$ cat src/rtl/regfile_wb_arbiter_pkg.sv
// regfile_wb_arbiter_pkg.sv
// Shared types and constants for the register-file write-back path.
//   REG_W    : register data width
//   ADDR_W   : register address width
//   NUM_REGS : number of architectural registers
//   wb_req_t : one pending register write {rd, data}
//   writes_reg() : true when a write to rd actually modifies the register file
//                  (r0 is hard-wired to zero, so writes to it are dropped)
package regfile_pkg;

    localparam int REG_W    = 32;
    localparam int ADDR_W   = 5;
    localparam int NUM_REGS = 32;

    typedef struct packed {
        logic [ADDR_W-1:0] rd;
        logic [REG_W-1:0]  data;
    } wb_req_t;

    function automatic logic writes_reg(input logic [ADDR_W-1:0] rd);
        return rd != '0;
    endfunction

endpackage

$ cat src/rtl/regfile_wb_arbiter_if.sv
// regfile_wb_arbiter_if.sv
// Bundle of the write-back arbiter's request/response and register-file
// write-port signals.
//   alu_valid/alu_rd/alu_data/alu_ready : ALU write request handshake
//   md_valid/md_rd/md_data/md_ready     : multdiv write request handshake
//   ctrl_writeEnable/ctrl_writeReg/data_writeReg : register-file write port
//   md_pending                          : multdiv FIFO non-empty
// Optional feature macro: WB_FWD_EN adds ctrl_readRegA/B (to arbiter) and
// fwd_hitA/fwd_hitB/fwd_data (from arbiter) for write-port bypass.
// Modports: slave = arbiter view, master = datapath/register-file view.
interface regfile_wb_arbiter_if;
    import regfile_pkg::*;

    logic              alu_valid;
    logic [ADDR_W-1:0] alu_rd;
    logic [REG_W-1:0]  alu_data;
    logic              alu_ready;
    logic              md_valid;
    logic [ADDR_W-1:0] md_rd;
    logic [REG_W-1:0]  md_data;
    logic              md_ready;
    logic              ctrl_writeEnable;
    logic [ADDR_W-1:0] ctrl_writeReg;
    logic [REG_W-1:0]  data_writeReg;
    logic              md_pending;
`ifdef WB_FWD_EN
    logic [ADDR_W-1:0] ctrl_readRegA;
    logic [ADDR_W-1:0] ctrl_readRegB;
    logic              fwd_hitA;
    logic              fwd_hitB;
    logic [REG_W-1:0]  fwd_data;

    modport slave (
        input  alu_valid, alu_rd, alu_data, md_valid, md_rd, md_data,
        input  ctrl_readRegA, ctrl_readRegB,
        output alu_ready, md_ready, ctrl_writeEnable, ctrl_writeReg,
        output data_writeReg, md_pending, fwd_hitA, fwd_hitB, fwd_data
    );
    modport master (
        output alu_valid, alu_rd, alu_data, md_valid, md_rd, md_data,
        output ctrl_readRegA, ctrl_readRegB,
        input  alu_ready, md_ready, ctrl_writeEnable, ctrl_writeReg,
        input  data_writeReg, md_pending, fwd_hitA, fwd_hitB, fwd_data
    );
`else
    modport slave (
        input  alu_valid, alu_rd, alu_data, md_valid, md_rd, md_data,
        output alu_ready, md_ready, ctrl_writeEnable, ctrl_writeReg,
        output data_writeReg, md_pending
    );
    modport master (
        output alu_valid, alu_rd, alu_data, md_valid, md_rd, md_data,
        input  alu_ready, md_ready, ctrl_writeEnable, ctrl_writeReg,
        input  data_writeReg, md_pending
    );
`endif

endinterface

$ cat src/rtl/regfile_wb_arbiter_fifo.sv
// regfile_wb_arbiter_fifo.sv (module wb_fifo)
// DEPTH-entry synchronous FIFO of wb_req_t holding multdiv results.
//   clock, ctrl_reset : clock and synchronous active-high flush
//   push, push_req    : enqueue at tail (caller guarantees not full)
//   pop               : dequeue head (caller guarantees not empty)
//   head              : current head entry (valid when count != 0)
//   count             : number of occupied entries, 0..DEPTH
module wb_fifo
    import regfile_pkg::*;
#(
    parameter int DEPTH = 4
) (
    input  logic                     clock,
    input  logic                     ctrl_reset,
    input  logic                     push,
    input  wb_req_t                  push_req,
    input  logic                     pop,
    output wb_req_t                  head,
    output logic [$clog2(DEPTH):0]   count
);

    localparam int PW = $clog2(DEPTH);
    localparam int CW = PW + 1;

    wb_req_t         mem [DEPTH];
    logic [PW-1:0]   wr_ptr;
    logic [PW-1:0]   rd_ptr;

    // Storage carries no reset; only pointers and count are flushed.
    always_ff @(posedge clock) begin
        if (push) begin
            mem[wr_ptr] <= push_req;
        end
    end

    // DEPTH is a power of two, so pointers wrap naturally.
    always_ff @(posedge clock) begin
        if (ctrl_reset) begin
            wr_ptr <= '0;
            rd_ptr <= '0;
            count  <= '0;
        end else begin
            if (push) wr_ptr <= wr_ptr + PW'(1);
            if (pop)  rd_ptr <= rd_ptr + PW'(1);
            if (push && !pop)      count <= count + CW'(1);
            else if (pop && !push) count <= count - CW'(1);
        end
    end

    assign head = mem[rd_ptr];

endmodule

$ cat src/rtl/regfile_wb_arbiter.sv
// regfile_wb_arbiter.sv
// Merges ALU and multdiv destination-register writes onto the register
// file's single write port. ALU requests issue directly; multdiv results are
// queued in wb_fifo and drained into cycles the ALU leaves idle. A starvation
// counter drops alu_ready for one cycle once the queue head has waited
// STARVE_LIMIT cycles, forcing the head out.
//   clock, ctrl_reset : clock, synchronous active-high reset
//   wb (slave)        : request handshakes, write port, md_pending
// Optional feature macro: WB_FWD_EN enables combinational forwarding of the
// registered write port to two read addresses (fwd_hitA/B, fwd_data).
module regfile_wb_arbiter
    import regfile_pkg::*;
#(
    parameter int DEPTH        = 4,
    parameter int STARVE_LIMIT = 8
) (
    input  logic                  clock,
    input  logic                  ctrl_reset,
    regfile_wb_arbiter_if.slave   wb
);

    localparam int CW = $clog2(DEPTH) + 1;
    localparam int SW = $clog2(STARVE_LIMIT + 1);
    localparam logic [CW-1:0] FULL_CNT   = CW'(DEPTH);
    localparam logic [SW-1:0] STARVE_MAX = SW'(STARVE_LIMIT);

    logic [CW-1:0]     fifo_count;
    wb_req_t           fifo_head;
    wb_req_t           md_req;
    logic [SW-1:0]     starve_cnt;
    logic              fifo_empty;
    logic              md_push;
    logic              issue_alu;
    logic              issue_md;
    logic              issue_any;
    wb_req_t           issue_req;
    logic              we_p1;
    logic [ADDR_W-1:0] rd_p1;
    logic [REG_W-1:0]  data_p1;

    assign md_req.rd   = wb.md_rd;
    assign md_req.data = wb.md_data;

    wb_fifo #(.DEPTH(DEPTH)) u_fifo (
        .clock      (clock),
        .ctrl_reset (ctrl_reset),
        .push       (md_push),
        .push_req   (md_req),
        .pop        (issue_md),
        .head       (fifo_head),
        .count      (fifo_count)
    );

    // Ready signals come only from registered state. A full FIFO refuses
    // input even if the head leaves this cycle.
    assign fifo_empty    = (fifo_count == '0);
    assign wb.md_ready   = (fifo_count < FULL_CNT);
    assign wb.alu_ready  = (starve_cnt != STARVE_MAX);
    assign wb.md_pending = !fifo_empty;

    assign md_push   = wb.md_valid & wb.md_ready;
    assign issue_alu = wb.alu_valid & wb.alu_ready;
    assign issue_md  = !issue_alu & !fifo_empty;
    assign issue_any = issue_alu | issue_md;

    always_comb begin
        issue_req = fifo_head;
        if (issue_alu) begin
            issue_req.rd   = wb.alu_rd;
            issue_req.data = wb.alu_data;
        end
    end

    // Counts cycles the queued head is passed over; held at the limit so
    // alu_ready stays low until the head actually issues.
    always_ff @(posedge clock) begin
        if (ctrl_reset) begin
            starve_cnt <= '0;
        end else if (fifo_empty || issue_md) begin
            starve_cnt <= '0;
        end else if (starve_cnt != STARVE_MAX) begin
            starve_cnt <= starve_cnt + SW'(1);
        end
    end

    // ---- issue (p0) -> write port (p1) ----
    // A write to r0 still consumes the slot but never asserts the enable.
    always_ff @(posedge clock) begin
        if (ctrl_reset) begin
            we_p1   <= 1'b0;
            rd_p1   <= '0;
            data_p1 <= '0;
        end else begin
            we_p1 <= issue_any & writes_reg(issue_req.rd);
            if (issue_any) begin
                rd_p1   <= issue_req.rd;
                data_p1 <= issue_req.data;
            end
        end
    end

    assign wb.ctrl_writeEnable = we_p1;
    assign wb.ctrl_writeReg    = rd_p1;
    assign wb.data_writeReg    = data_p1;

`ifdef WB_FWD_EN
    assign wb.fwd_hitA = we_p1 & (rd_p1 == wb.ctrl_readRegA) & (wb.ctrl_readRegA != '0);
    assign wb.fwd_hitB = we_p1 & (rd_p1 == wb.ctrl_readRegB) & (wb.ctrl_readRegB != '0);
    assign wb.fwd_data = data_p1;
`endif

endmodule

$ cat src/flat_wrapper.sv
// flat-port wrapper written by rule: the top's interface ports become plain ports
module regfile_wb_arbiter_flat import regfile_pkg::*;
#(
    parameter int DEPTH        = 4,
    parameter int STARVE_LIMIT = 8
)
  (clock, ctrl_reset, wb_alu_valid, wb_alu_rd, wb_alu_data, wb_md_valid, wb_md_rd, wb_md_data, wb_alu_ready, wb_md_ready, wb_ctrl_writeEnable, wb_ctrl_writeReg, wb_data_writeReg, wb_md_pending);
  regfile_wb_arbiter_if wb_i ();
  input  logic clock;
  input  logic ctrl_reset;
  input wire logic [$bits(wb_i.alu_valid)-1:0] wb_alu_valid;
  input wire logic [$bits(wb_i.alu_rd)-1:0] wb_alu_rd;
  input wire logic [$bits(wb_i.alu_data)-1:0] wb_alu_data;
  input wire logic [$bits(wb_i.md_valid)-1:0] wb_md_valid;
  input wire logic [$bits(wb_i.md_rd)-1:0] wb_md_rd;
  input wire logic [$bits(wb_i.md_data)-1:0] wb_md_data;
  output wire logic [$bits(wb_i.alu_ready)-1:0] wb_alu_ready;
  output wire logic [$bits(wb_i.md_ready)-1:0] wb_md_ready;
  output wire logic [$bits(wb_i.ctrl_writeEnable)-1:0] wb_ctrl_writeEnable;
  output wire logic [$bits(wb_i.ctrl_writeReg)-1:0] wb_ctrl_writeReg;
  output wire logic [$bits(wb_i.data_writeReg)-1:0] wb_data_writeReg;
  output wire logic [$bits(wb_i.md_pending)-1:0] wb_md_pending;
  assign wb_i.alu_valid = wb_alu_valid;
  assign wb_i.alu_rd = wb_alu_rd;
  assign wb_i.alu_data = wb_alu_data;
  assign wb_i.md_valid = wb_md_valid;
  assign wb_i.md_rd = wb_md_rd;
  assign wb_i.md_data = wb_md_data;
  assign wb_alu_ready = wb_i.alu_ready;
  assign wb_md_ready = wb_i.md_ready;
  assign wb_ctrl_writeEnable = wb_i.ctrl_writeEnable;
  assign wb_ctrl_writeReg = wb_i.ctrl_writeReg;
  assign wb_data_writeReg = wb_i.data_writeReg;
  assign wb_md_pending = wb_i.md_pending;
  regfile_wb_arbiter #(.DEPTH(DEPTH), .STARVE_LIMIT(STARVE_LIMIT)) u_core (.clock(clock), .ctrl_reset(ctrl_reset), .wb(wb_i));
endmodule
$ cat config.mk
export PLATFORM = sky130hd
export DESIGN_NAME = regfile_wb_arbiter_flat
export DESIGN_NICKNAME = d
export VERILOG_FILES = /design/src/rtl/regfile_wb_arbiter_pkg.sv /design/src/rtl/regfile_wb_arbiter_if.sv /design/src/rtl/regfile_wb_arbiter_fifo.sv /design/src/rtl/regfile_wb_arbiter.sv /design/src/flat_wrapper.sv
export SDC_FILE = /design/constraint.sdc
export NUM_CORES = 1
export LEC_CHECK = 0
export ABC_AREA = 1
export BUFFER_PORTS_ARGS = -buffer_cell sky130_fd_sc_hd__clkbuf_2
export CORE_MARGIN = 3
export CORE_UTILIZATION = 57
export CTS_CLUSTER_DIAMETER = 100
export CTS_CLUSTER_SIZE = 40
export DETAILED_ROUTE_END_ITERATION = 7
export PLACE_DENSITY = 0.85
export SLEW_MARGIN = 0
export SYNTH_ARGS = -nofsm -noshare
export SYNTH_HDL_FRONTEND = slang
export SYNTH_HIERARCHICAL = 1
export SYNTH_SLANG_ARGS = --single-unit
$ cat constraint.sdc
create_clock -name clock -period 3.05 [get_ports clock]
set_clock_uncertainty 0.05 [all_clocks]
set_input_delay 0.61 -clock clock [delete_from_list [all_inputs] [get_ports clock]]
set_output_delay 0.61 -clock clock [all_outputs]
set_load 0.005 [all_outputs]
# ---- After elaboration in Yosys (flattened, before gate mapping)
# Memory sizes are Yosys's and may differ from the RTL's. A register that Yosys moved wholly into a read port is not among the register bits.
# Index checks and enable logic that the tools add are counted.
dict set report classes {
  addsub 5
  magnitude_cmp 1
  eq_ne 1
  n_mux 7
  bitwise 5
  n_reduce_logical 11
}
# operator count
set op_table {}
lappend op_table {{37-bit 2-to-1 mux} 1}
lappend op_table {{3-bit 2-to-1 mux} 2}
lappend op_table {{5-bit nonzero test} 1}
lappend op_table {{2-bit by 1-bit adder with 2-bit output, second input constant} 2}
lappend op_table {{4-bit by 1-bit adder with 4-bit output, second input constant} 1}
lappend op_table {{1-bit bitwise AND} 4}
lappend op_table {{1-bit logical NOT} 4}
lappend op_table {{2-bit 2-to-1 mux} 2}
lappend op_table {{4-bit != test, second input constant} 1}
lappend op_table {{3-bit by 1-bit adder with 3-bit output, second input constant} 1}
lappend op_table {{3-bit logical NOT} 1}
lappend op_table {{3-bit < comparator, second input constant} 1}
lappend op_table {{3-bit by 1-bit subtractor with 3-bit output, second input constant} 1}
lappend op_table {{1-bit logical AND} 2}
lappend op_table {{1-bit 2-to-1 mux} 2}
lappend op_table {{2-bit nonzero test} 1}
lappend op_table {{2-bit OR reduction} 1}
lappend op_table {{1-bit logical OR} 1}
lappend op_table {{1-bit bitwise OR} 1}
dict set report totals {
  reg_bits 49
  ram_bits 148
  output_inout_bits 41
  wordCells 38
  memories 1
}
# memory words width rd rd_clocked_by_memory_dff write_ports line_no
set memory_table {}
lappend memory_table {u_core.u_fifo.mem 4 37 1 1 1 regfile_wb_arbiter_fifo.sv:25} ;# wb_req_t mem [DEPTH];

# ---- Logic depth before layout (Yosys ltp)
# Gate-level depths: netlist of the first run.
dict set report depth {
  word_depth 7
  depth_mapped 17
  mapped_depth_nobuf 16
}

# ---- Cells and area by module
# The synthesis of the first run kept the hierarchy.
# module n_inst cells_per_inst area_each_um2 seq_area_each_um2
set by_module_without_submodules {}
lappend by_module_without_submodules {wb_fifo 1 414 5923.2 4624.4}
lappend by_module_without_submodules {regfile_wb_arbiter 1 315 2080.7 840.8}

# ---- Least setup slack after synthesis of the first run
# Ideal clock, no wire load.
dict set report synth_timing {
  path_type {register to register}
  startpoint {reg u_core.starve_cnt[0]}
  endpoint {reg u_core.u_fifo.count[2]}
  arrival_ns 1.996
  required_time_ns 2.890
  path_slack_ns 0.894
  stages_incl_launch_ff 18
  path_buffers 1
  synth_period_minus_slack_ns 2.156
  cell_sequence {dfxtp_1 -> inv_1 -> ha_1 -> nand3_4 -> nand2_4 -> nand2_1 -> inv_2 -> buf_6 -> inv_1 -> ha_1 -> inv_1 -> fa_1 -> inv_1 -> nand2_1 -> nand3_1 -> nand2_1 -> inv_1 -> nor2_1}
}
dict set report synth_via {
  elab_chain_cells 7
}
# element line_no
set synth_lines {}
lappend synth_lines {{from (decl)} regfile_wb_arbiter.sv:30} ;# logic [SW-1:0] starve_cnt;
lappend synth_lines {{from (signal assigned)} regfile_wb_arbiter.sv:82} ;# starve_cnt <= starve_cnt + SW'(1);
lappend synth_lines {{4-bit != test *} regfile_wb_arbiter.sv:58} ;# assign wb.alu_ready = (starve_cnt != STARVE_MAX);
lappend synth_lines {{named net wb_alu_ready} flat_wrapper.sv:17} ;# output wire logic [$bits(wb_i.alu_ready)-1:0] wb_alu_ready;
lappend synth_lines {{1-bit bitwise AND *} regfile_wb_arbiter.sv:62} ;# assign issue_alu = wb.alu_valid & wb.alu_ready;
lappend synth_lines {{1-bit logical NOT *} regfile_wb_arbiter.sv:63} ;# assign issue_md = !issue_alu & !fifo_empty;
lappend synth_lines {{1-bit bitwise AND *} regfile_wb_arbiter.sv:63}
lappend synth_lines {{named net u_core.issue_md} regfile_wb_arbiter.sv:34} ;# logic issue_md;
lappend synth_lines {{1-bit logical NOT} regfile_wb_arbiter_fifo.sv:45} ;# if (push && !pop) count <= count + CW'(1);
lappend synth_lines {{1-bit logical AND} regfile_wb_arbiter_fifo.sv:45}
lappend synth_lines {{3-bit 2-to-1 mux or 2-bit nonzero test (tied branches)} --}
lappend synth_lines {{to (signal assigned)} regfile_wb_arbiter_fifo.sv:45}
lappend synth_lines {{to (signal assigned)} regfile_wb_arbiter_fifo.sv:46} ;# else if (pop && !push) count <= count - CW'(1);
lappend synth_lines {{to (decl)} regfile_wb_arbiter_fifo.sv:19} ;# output logic [$clog2(DEPTH):0] count
# The timed path passes the listed nets; every way through them passes the cells marked *.
# A chain may end at the register's enable or synchronous reset.

# ---- Worst setup path in the final report of the first run
dict set report layout_timing {
  startpoint {reg u_core.starve_cnt[0]}
  endpoint {reg u_core.data_p1[30] (netlist: u_core/wb.data_writeReg[30])}
}
dict set report layout_via {
  elab_chain_cells 5
}
# element line_no
set layout_lines {}
lappend layout_lines {{4-bit != test *} regfile_wb_arbiter.sv:58}
lappend layout_lines {{1-bit bitwise AND *} regfile_wb_arbiter.sv:62}
lappend layout_lines {{1-bit logical NOT} regfile_wb_arbiter.sv:63}
lappend layout_lines {{1-bit bitwise AND} regfile_wb_arbiter.sv:63}
lappend layout_lines {{1-bit bitwise OR} regfile_wb_arbiter.sv:64} ;# assign issue_any = issue_alu | issue_md;
lappend layout_lines {{to (signal assigned)} regfile_wb_arbiter.sv:97} ;# data_p1 <= issue_req.data;
lappend layout_lines {{to (decl)} regfile_wb_arbiter.sv:39} ;# logic [REG_W-1:0] data_p1;
# Mark *: on every way between the ends. The rest lies on a longest branch, timed or not.

==> reports/results.tsv, run 1 <==
stage	metric	value	unit
floorplanning	width of the chip	125	um
worst_setup_path	slowest cell on the critical path	sky130_fd_sc_hd__dfxtp_1	
yosys	post-synthesis area per instance	11.0	um^2
worst_setup_path	Top delay family on crit path	buffers and inverters	
power	worst supply voltage drop on vdd	0.488	mV
power	pwr/cell area	793	nW/um^2
routing	routed vias/inst	5.79	
clocking	worst-skew pair later-pin latency	430	ps
routing	remaining antenna violation count after routing	0	
clocking	number of buffers inserted during clock tree synthesis	17	
yosys	total of flip-flops plus latches after synthesis	199	
yosys	cell type with the largest total area after synthesis	sky130_fd_sc_hd__edfxtp_1	
place	detailed placement HPWL	11.3	mm
final_layout	area added between synthesis and finish	15.6	%
power	standby leakage power	3.85	nW
global_routing	global-route wire length before repair	29.8	mm
clocking	Worst-path clk slew	70	ps
yosys	most instantiated library cell after synthesis	sky130_fd_sc_hd__edfxtp_1	
yosys	Synthesized Nets	815	
final_layout	Antenna Cells	0	
worst_setup_path	buffer and inverter count on the worst path	5	
worst_setup_path	number of cells traversed by the worst register-to-register path	11	
worst_setup_path	flop-to-flop setup slack	700	ps
worst_setup_path	maximum fanout along the worst path	25	
global_routing	number of global-route vias before repair	5837	
yosys	count of unique library cells instantiated by Yosys	25	
clocking	TritonCTS clock tree	built	
worst_hold_path	worst hold start	ctrl_reset	
final_layout	number of cells in the finished layout apart from fillers	1029	
clocking	count of buffers added by post-CTS timing repair for setup	0	
worst_hold_path	worst hold path stage count	2	
clocking	clock tree buffer depth	2	
final_layout	fraction of layout instances using a drive strength above 1	0.203	
yosys	top cells by count, synth	sky130_fd_sc_hd__edfxtp_1, sky130_fd_sc_hd__nand2_1, sky130_fd_sc_hd__nor2_1	
yosys	sequential cell area fraction in the yosys report	0.683	
routing	length of the first detailed-routing pass in iterations	5	
worst_setup_path	capture instance of the worst register-to-register path	u_core/wb.data_writeReg[30]	
yosys	Mapped Area	8000	um^2
timing	fin. max-slew vios	0	
routing	count of unresolved DRC violations after routing	0	
routing	drt wl/cell	18.3	um
timing	max frequency	0.425	GHz
timing	Final TNS setup	0	ps
timing	Final Hold Violating Endpoints	0	
timing	number of endpoints failing setup at the final stage	0	
timing	Fin Hold WS	337	ps
worst_hold_path	destination of the worst hold path	u_core/u_fifo/count[0]	
clocking	quantity of hold-fixing buffers added after cts	0	
worst_setup_path	Worst path max stage delay	370	ps
timing	setup repair after global routing missed its margin	false	
yosys	Syn. warnings	6	
worst_setup_path	category of the critical setup timing path	reg -> reg	
floorplanning	initial core utilization	0.593	
global_routing	Overall Global Routing Usage	0.245	
global_routing	largest net degree at the start of global routing	75	
place	weighted congestion reported at the end of routability-driven placement	0.818	
clocking	cell at the root of the clock tree	sky130_fd_sc_hd__clkbuf_16	
final_layout	net count of the finished layout	926	
worst_setup_path	launch point of the worst reg-to-reg path	u_core/starve_cnt[0]	
yosys	EDFF count, synth	148	
timing	worst slew slack as a fraction of its limit	0.433	
floorplanning	die area	15500	um^2
yosys	proportion of synthesized flip-flops having asynchronous set or reset	0	
routing	final WL	18.8	mm
yosys	synthesized instance count	729	
final_layout	fill cell instance count of the final layout	917	
floorplanning	number of standard-cell rows in the floorplan	42	
routing	vias after detailed routing	5956	
final_layout	area taken by flip-flops and latches	5470	um^2
yosys	portion of synthesized cell area occupied by the leading cell type	0.555	
place	I/O Buffers	118	
timing	Tmin final	2350	ps
worst_hold_path	class of the tightest hold or removal check	in -> reg	
power	total power	7.33	mW
worst_setup_path	Worst setup SP type	flip-flop	
timing	post-route clock period utilization	0.771	
floorplanning	number of top-level pins	119	
floorplanning	Core ar.	13500	um^2
worst_setup_path	Data required, critical path	3380	ps
final_layout	multi-input gate area in the final layout	2020	um^2
job	max-cap check violation count	0	
yosys	main flop type after synthesis	sky130_fd_sc_hd__edfxtp_1	
clocking	TritonCTS sink count	199	
worst_setup_path	ordered cell list for the critical path	inv_1 > ha_1 > nand3_4 > nand2_4 > buf_4 > inv_2 > buf_4 > nand2_1 > nand3_1 > nand2_1 > inv_1	
global_routing	GR Overflow Total	0	
clocking	htree depth	4	
status	outcome	finished clean	
timing	Least-Margin Pin Slew	850	ps
floorplanning	Die Y-Extent	125	um
yosys	most area-consuming cells after synthesis	sky130_fd_sc_hd__edfxtp_1, sky130_fd_sc_hd__dfxtp_1, sky130_fd_sc_hd__nand2_1, sky130_fd_sc_hd__nand3_1, sky130_fd_sc_hd__nor2_1	
routing	violation count after the first detailed-route iteration	762	
place	number of placed instances, taps included	997	
clocking	# resized after CTS	0	
worst_setup_path	data arrival time of the critical path	2680	ps
worst_setup_path	crit path capture type	flip-flop	
global_routing	initial antenna violation count	0	
## logic make-up after synthesis
family,count (synthesis),share of synthesized area
AO/OA/AOI/OAI,134,0.0899
flip-flops,199,0.683
AND/OR/NAND/NOR,279,0.147
buffers and inverters,107,0.0646
XOR/XNOR,2,0.00219
adder cells (fa/ha/maj),8,0.0134
## metrics by stage
step / util / worst slack, ps / area, um^2
after floorplan: - / 894 / 8000
after global placement: 0.643 / 827 / 8680
after detailed placement: 0.643 / 725 / 8680
after CTS: 0.685 / 727 / 9250
after global routing: 0.685 / 515 / 9250
final: 0.685 / 698 / 9250
## sequential cells by signal, indices dropped and copies added (netlist names), named ones only
signal,flops
u_core/starve_cnt,4
u_core/u_fifo/count,3
u_core/u_fifo/mem,148
u_core/u_fifo/rd_ptr,2
u_core/u_fifo/wr_ptr,2
u_core/wb.ctrl_writeEnable,1
u_core/wb.ctrl_writeReg,5
u_core/wb.data_writeReg,32
## per-layer routing
| metal | vias to the layer above | part of all wire | global-route usage |
|---|---|---|---|
| li1 | 2737 | - | - |
| met1 | 2858 | 0.40 | 0.314 |
| met2 | 311 | 0.48 | 0.398 |
| met3 | 50 | 0.087 | 0.0682 |
| met4 | 0 | 0.028 | 0.0974 |
| met5 | - | 0 | 0 |
## worst max-delay path by stage
| stage | start | end | slack, ps | cells past startpoint |
|---|---|---|---|---|
| finish | u_core/starve_cnt[0] | u_core/wb.data_writeReg[30] | 700 | 11 |
| global route | u_core/starve_cnt[0] | u_core/wb.data_writeReg[29] | 520 | 11 |
| CTS | u_core/starve_cnt[0] | u_core/wb.data_writeReg[29] | 730 | 11 |
| detailed placement | u_core/starve_cnt[0] | u_core/wb.data_writeReg[23] | 720 | 11 |
| global placement | wb_md_valid | u_core/u_fifo/mem[1][17] | 830 | 6 |
| floorplan | u_core/starve_cnt[0] | u_core/u_fifo/count[2] | 890 | 17 |
## worst reg2reg max path: stages, from the launching register on
cell and delay (ps):
sky130_fd_sc_hd__dfxtp_1 370, sky130_fd_sc_hd__inv_1 70, sky130_fd_sc_hd__ha_1 240, sky130_fd_sc_hd__nand3_4 140
sky130_fd_sc_hd__nand2_4 170, sky130_fd_sc_hd__buf_4 300, sky130_fd_sc_hd__inv_2 370, sky130_fd_sc_hd__buf_4 290
sky130_fd_sc_hd__nand2_1 80, sky130_fd_sc_hd__nand3_1 90, sky130_fd_sc_hd__nand2_1 60, sky130_fd_sc_hd__inv_1 80
## area by class of cell
| class | count | share of cell area |
|---|---|---|
| Clock buffer | 19 | 0.0468 |
| Multi-Input combinational cell | 423 | 0.219 |
| Timing Repair Buffer | 133 | 0.0787 |
| Sequential cell | 199 | 0.591 |
| Tap cell | 176 | 0.0238 |
| Clock inverter | 13 | 0.0143 |
| Inverter | 66 | 0.0268 |
## layout by cell type (no fill, tap or decap), types with 3 or more instances in the layout
master,n
sky130_fd_sc_hd__clkinvlp_4,4
sky130_fd_sc_hd__edfxtp_1,148
sky130_fd_sc_hd__o21ai_0,53
sky130_fd_sc_hd__clkbuf_16,17
sky130_fd_sc_hd__nand3_1,70
sky130_fd_sc_hd__ha_1,7
sky130_fd_sc_hd__buf_4,13
sky130_fd_sc_hd__clkinv_4,3
sky130_fd_sc_hd__nor2_1,85
sky130_fd_sc_hd__o22ai_1,37
sky130_fd_sc_hd__clkbuf_2,118
sky130_fd_sc_hd__inv_2,9
sky130_fd_sc_hd__nand2_1,118
sky130_fd_sc_hd__clkinv_1,3
sky130_fd_sc_hd__o21ai_1,34
sky130_fd_sc_hd__inv_1,57
sky130_fd_sc_hd__a21oi_1,9
sky130_fd_sc_hd__dfxtp_1,50
## power by group
| group | internal [mW] | switching (mW) | leakage [nW] |
|---|---|---|---|
| sequential | 3.28 | 0.157 | 1.78 |
| clock | 1.20 | 0.945 | 0.262 |
| combinational | 0.563 | 1.19 | 1.81 |
Power figures use the tool's default switching activity.
==> inputs of run 2 (changes only) <==
==> constraint.sdc (replaced) <==
create_clock -name clock -period 2.4 [get_ports clock]
set_clock_uncertainty 0.05 [all_clocks]
set_input_delay 0.48 -clock clock [delete_from_list [all_inputs] [get_ports clock]]
set_output_delay 0.48 -clock clock [all_outputs]
set_load 0.005 [all_outputs]
==> run 2 against run 1 <==
Compared with the run above: register-to-register slack worse by 510 ps; first-iteration DRC count down 27%; combinational power up 28%; highest routed layer unchanged; core utilization up 0.91 points; sequential cell count unchanged; critical path type unchanged; routed wire length down 7.0%; global-route usage down 1.8 points; total power up 30%; sequential power up 27%; hold slack worse by 130 ps.
==> reports/results.tsv, run 2 (synthesis gave the netlist of run 1 again) <==
stage	metric	value	unit	change
final_layout	most flop-heavy register	u_core/u_fifo/mem		unchanged
worst_setup_path	crit path capture type	flip-flop		unchanged
floorplanning	number of top-level pins	119		unchanged
worst_setup_path	flop-to-flop setup slack	180	ps	was 700 ps
routing	count of unresolved DRC violations after routing	0		unchanged
worst_setup_path	Worst setup SP type	flip-flop		unchanged
floorplanning	Die Y-Extent	125	um	unchanged
global_routing	Overall Global Routing Usage	0.227		was 0.245
floorplanning	die area	15500	um^2	unchanged
power	pwr/cell area	1010	nW/um^2	was 793 nW/um^2
clocking	# resized after CTS	0		unchanged
timing	post-route clock period utilization	0.923		was 0.771
clocking	worst-skew pair later-pin latency	430	ps	about the same
floorplanning	Core ar.	13500	um^2	unchanged
worst_setup_path	data arrival time of the critical path	2490	ps	was 2680 ps
global_routing	met3 global-route usage	0.0557		was 0.0682
global_routing	initial antenna violation count	0		unchanged
clocking	TritonCTS clock tree	built		unchanged
timing	number of endpoints failing setup at the final stage	0		unchanged
timing	fin. max-slew vios	0		unchanged
final_layout	net count of the finished layout	928		was 926
floorplanning	width of the chip	125	um	unchanged
global_routing	met1 layer usage reported by global route	0.297		was 0.314
timing	max frequency	0.451	GHz	was 0.425 GHz
worst_setup_path	maximum fanout along the worst path	14		was 25
global_routing	Most Crowded Layer GR	met2		unchanged
floorplanning	number of standard-cell rows in the floorplan	42		unchanged
final_layout	most frequent cells in the layout	sky130_fd_sc_hd__edfxtp_1, sky130_fd_sc_hd__clkbuf_2, sky130_fd_sc_hd__nand2_1		unchanged
final_layout	number of cells in the finished layout apart from fillers	1031		was 1029
timing	Final Hold Violating Endpoints	0		unchanged
worst_setup_path	Data required, critical path	2680	ps	was 3380 ps
clocking	number of buffers inserted during clock tree synthesis	17		unchanged
clocking	htree depth	4		unchanged
clocking	Worst-path clk slew	70	ps	about the same
job	max-cap check violation count	0		unchanged
timing	Final TNS setup	0	ps	unchanged
timing	worst slew slack as a fraction of its limit	0.489		was 0.433
power	worst supply voltage drop on vdd	0.585	mV	was 0.488 mV
global_routing	met2 routing resource usage after global routing	0.354		was 0.398
global_routing	GR Overflow Total	0		unchanged
power	standby leakage power	3.92	nW	was 3.85 nW
final_layout	fraction of layout instances using a drive strength above 1	0.208		was 0.203
place	detailed placement HPWL	10.5	mm	was 11.3 mm
clocking	TritonCTS sink count	199		unchanged
routing	final WL	17.5	mm	was 18.8 mm
worst_hold_path	class of the tightest hold or removal check	in -> reg		unchanged
clocking	clock tree buffer depth	2		unchanged
clocking	quantity of hold-fixing buffers added after cts	0		unchanged
routing	drt wl/cell	17.0	um	was 18.3 um
timing	Tmin final	2220	ps	was 2350 ps
routing	violation count after the first detailed-route iteration	555		was 762
final_layout	utilization after layout	0.694		was 0.685
routing	length of the first detailed-routing pass in iterations	5		unchanged
final_layout	flip-flop count of the largest register after layout	148		unchanged
clocking	cell at the root of the clock tree	sky130_fd_sc_hd__clkbuf_16		unchanged
final_layout	most common cell after layout, fill and taps aside	sky130_fd_sc_hd__edfxtp_1		unchanged
worst_setup_path	category of the critical setup timing path	reg -> reg		unchanged
final_layout	Antenna Cells	0		unchanged
place	number of placed instances, taps included	999		was 997
global_routing	largest net degree at the start of global routing	75		unchanged
place	I/O Buffers	118		unchanged
timing	Least-Margin Pin Slew	766	ps	was 850 ps
floorplanning	initial core utilization	0.593		unchanged
global_routing	global-route wire length before repair	27.5	mm	was 29.8 mm
clocking	count of buffers added by post-CTS timing repair for setup	0		unchanged
final_layout	area added between synthesis and finish	17.1	%	was 15.6%
routing	routed vias/inst	5.53		was 5.79
power	total power	9.50	mW	was 7.33 mW
global_routing	number of global-route vias before repair	5467		was 5837
status	outcome	finished clean		unchanged
routing	vias after detailed routing	5706		was 5956
timing	setup repair after global routing missed its margin	false		unchanged
place	weighted congestion reported at the end of routability-driven placement	0.832		was 0.818
routing	remaining antenna violation count after routing	0		unchanged
-- run 2: path summary, 6_finish.rpt --
path	from	to	depth (start not counted)
setup / recovery	u_core/starve_cnt[1]	u_core/u_fifo/count[2]	16
hold / removal	ctrl_reset	u_core/u_fifo/count[0]	2
setup reg to reg	u_core/starve_cnt[1]	u_core/u_fifo/count[2]	16
hold reg to reg	u_core/starve_cnt[0]	u_core/starve_cnt[0]	1
-- run 2: report_power, final --
part	switching (mW)	total, mW	internal (mW)
Clock	1.18	2.90	1.72
Sequential	0.193	4.36	4.17
Combinational	1.48	2.24	0.752
-- run 2: per-stage QoR --
stage	hold WS, ps	area (um^2)	worst slack (ps)
finish	204	9370	185
global route	199	9370	4.21
CTS	187	9370	217
detailed placement	388	8750	230
global placement	379	8750	306
floorplan	362	8000	244
-- run 2: layout make-up --
cell class / instances / area, um^2
well taps: 176 / 220
inverters: 66 / 248
fillers: 919 / 4130
clock buffers: 23 / 510
clock inverters: 9 / 113
flip-flops and latches: 199 / 5470
multi-input cells: 423 / 2020
repair buffers: 135 / 793
-- run 2: metal layers --
metal,part of all wire,vias to the layer above
met1,0.41,2696
met2,0.49,245
li1,-,2728
met5,0,-
met3,0.082,37
met4,0.025,0
-- run 2: worst max-delay path: stages (launching register included) --
cell	delay (ps)
sky130_fd_sc_hd__dfxtp_1	390
sky130_fd_sc_hd__inv_1	60
sky130_fd_sc_hd__ha_1	220
sky130_fd_sc_hd__nand3_4	140
sky130_fd_sc_hd__nand2_4	130
sky130_fd_sc_hd__nand2_1	110
sky130_fd_sc_hd__inv_2	40
sky130_fd_sc_hd__inv_1	50
sky130_fd_sc_hd__ha_1	160
sky130_fd_sc_hd__inv_1	70
sky130_fd_sc_hd__fa_1	380
sky130_fd_sc_hd__inv_1	60
sky130_fd_sc_hd__nand2_1	60
sky130_fd_sc_hd__nand3_1	80
sky130_fd_sc_hd__nand2_1	50
sky130_fd_sc_hd__inv_1	40
sky130_fd_sc_hd__nor2_1	40
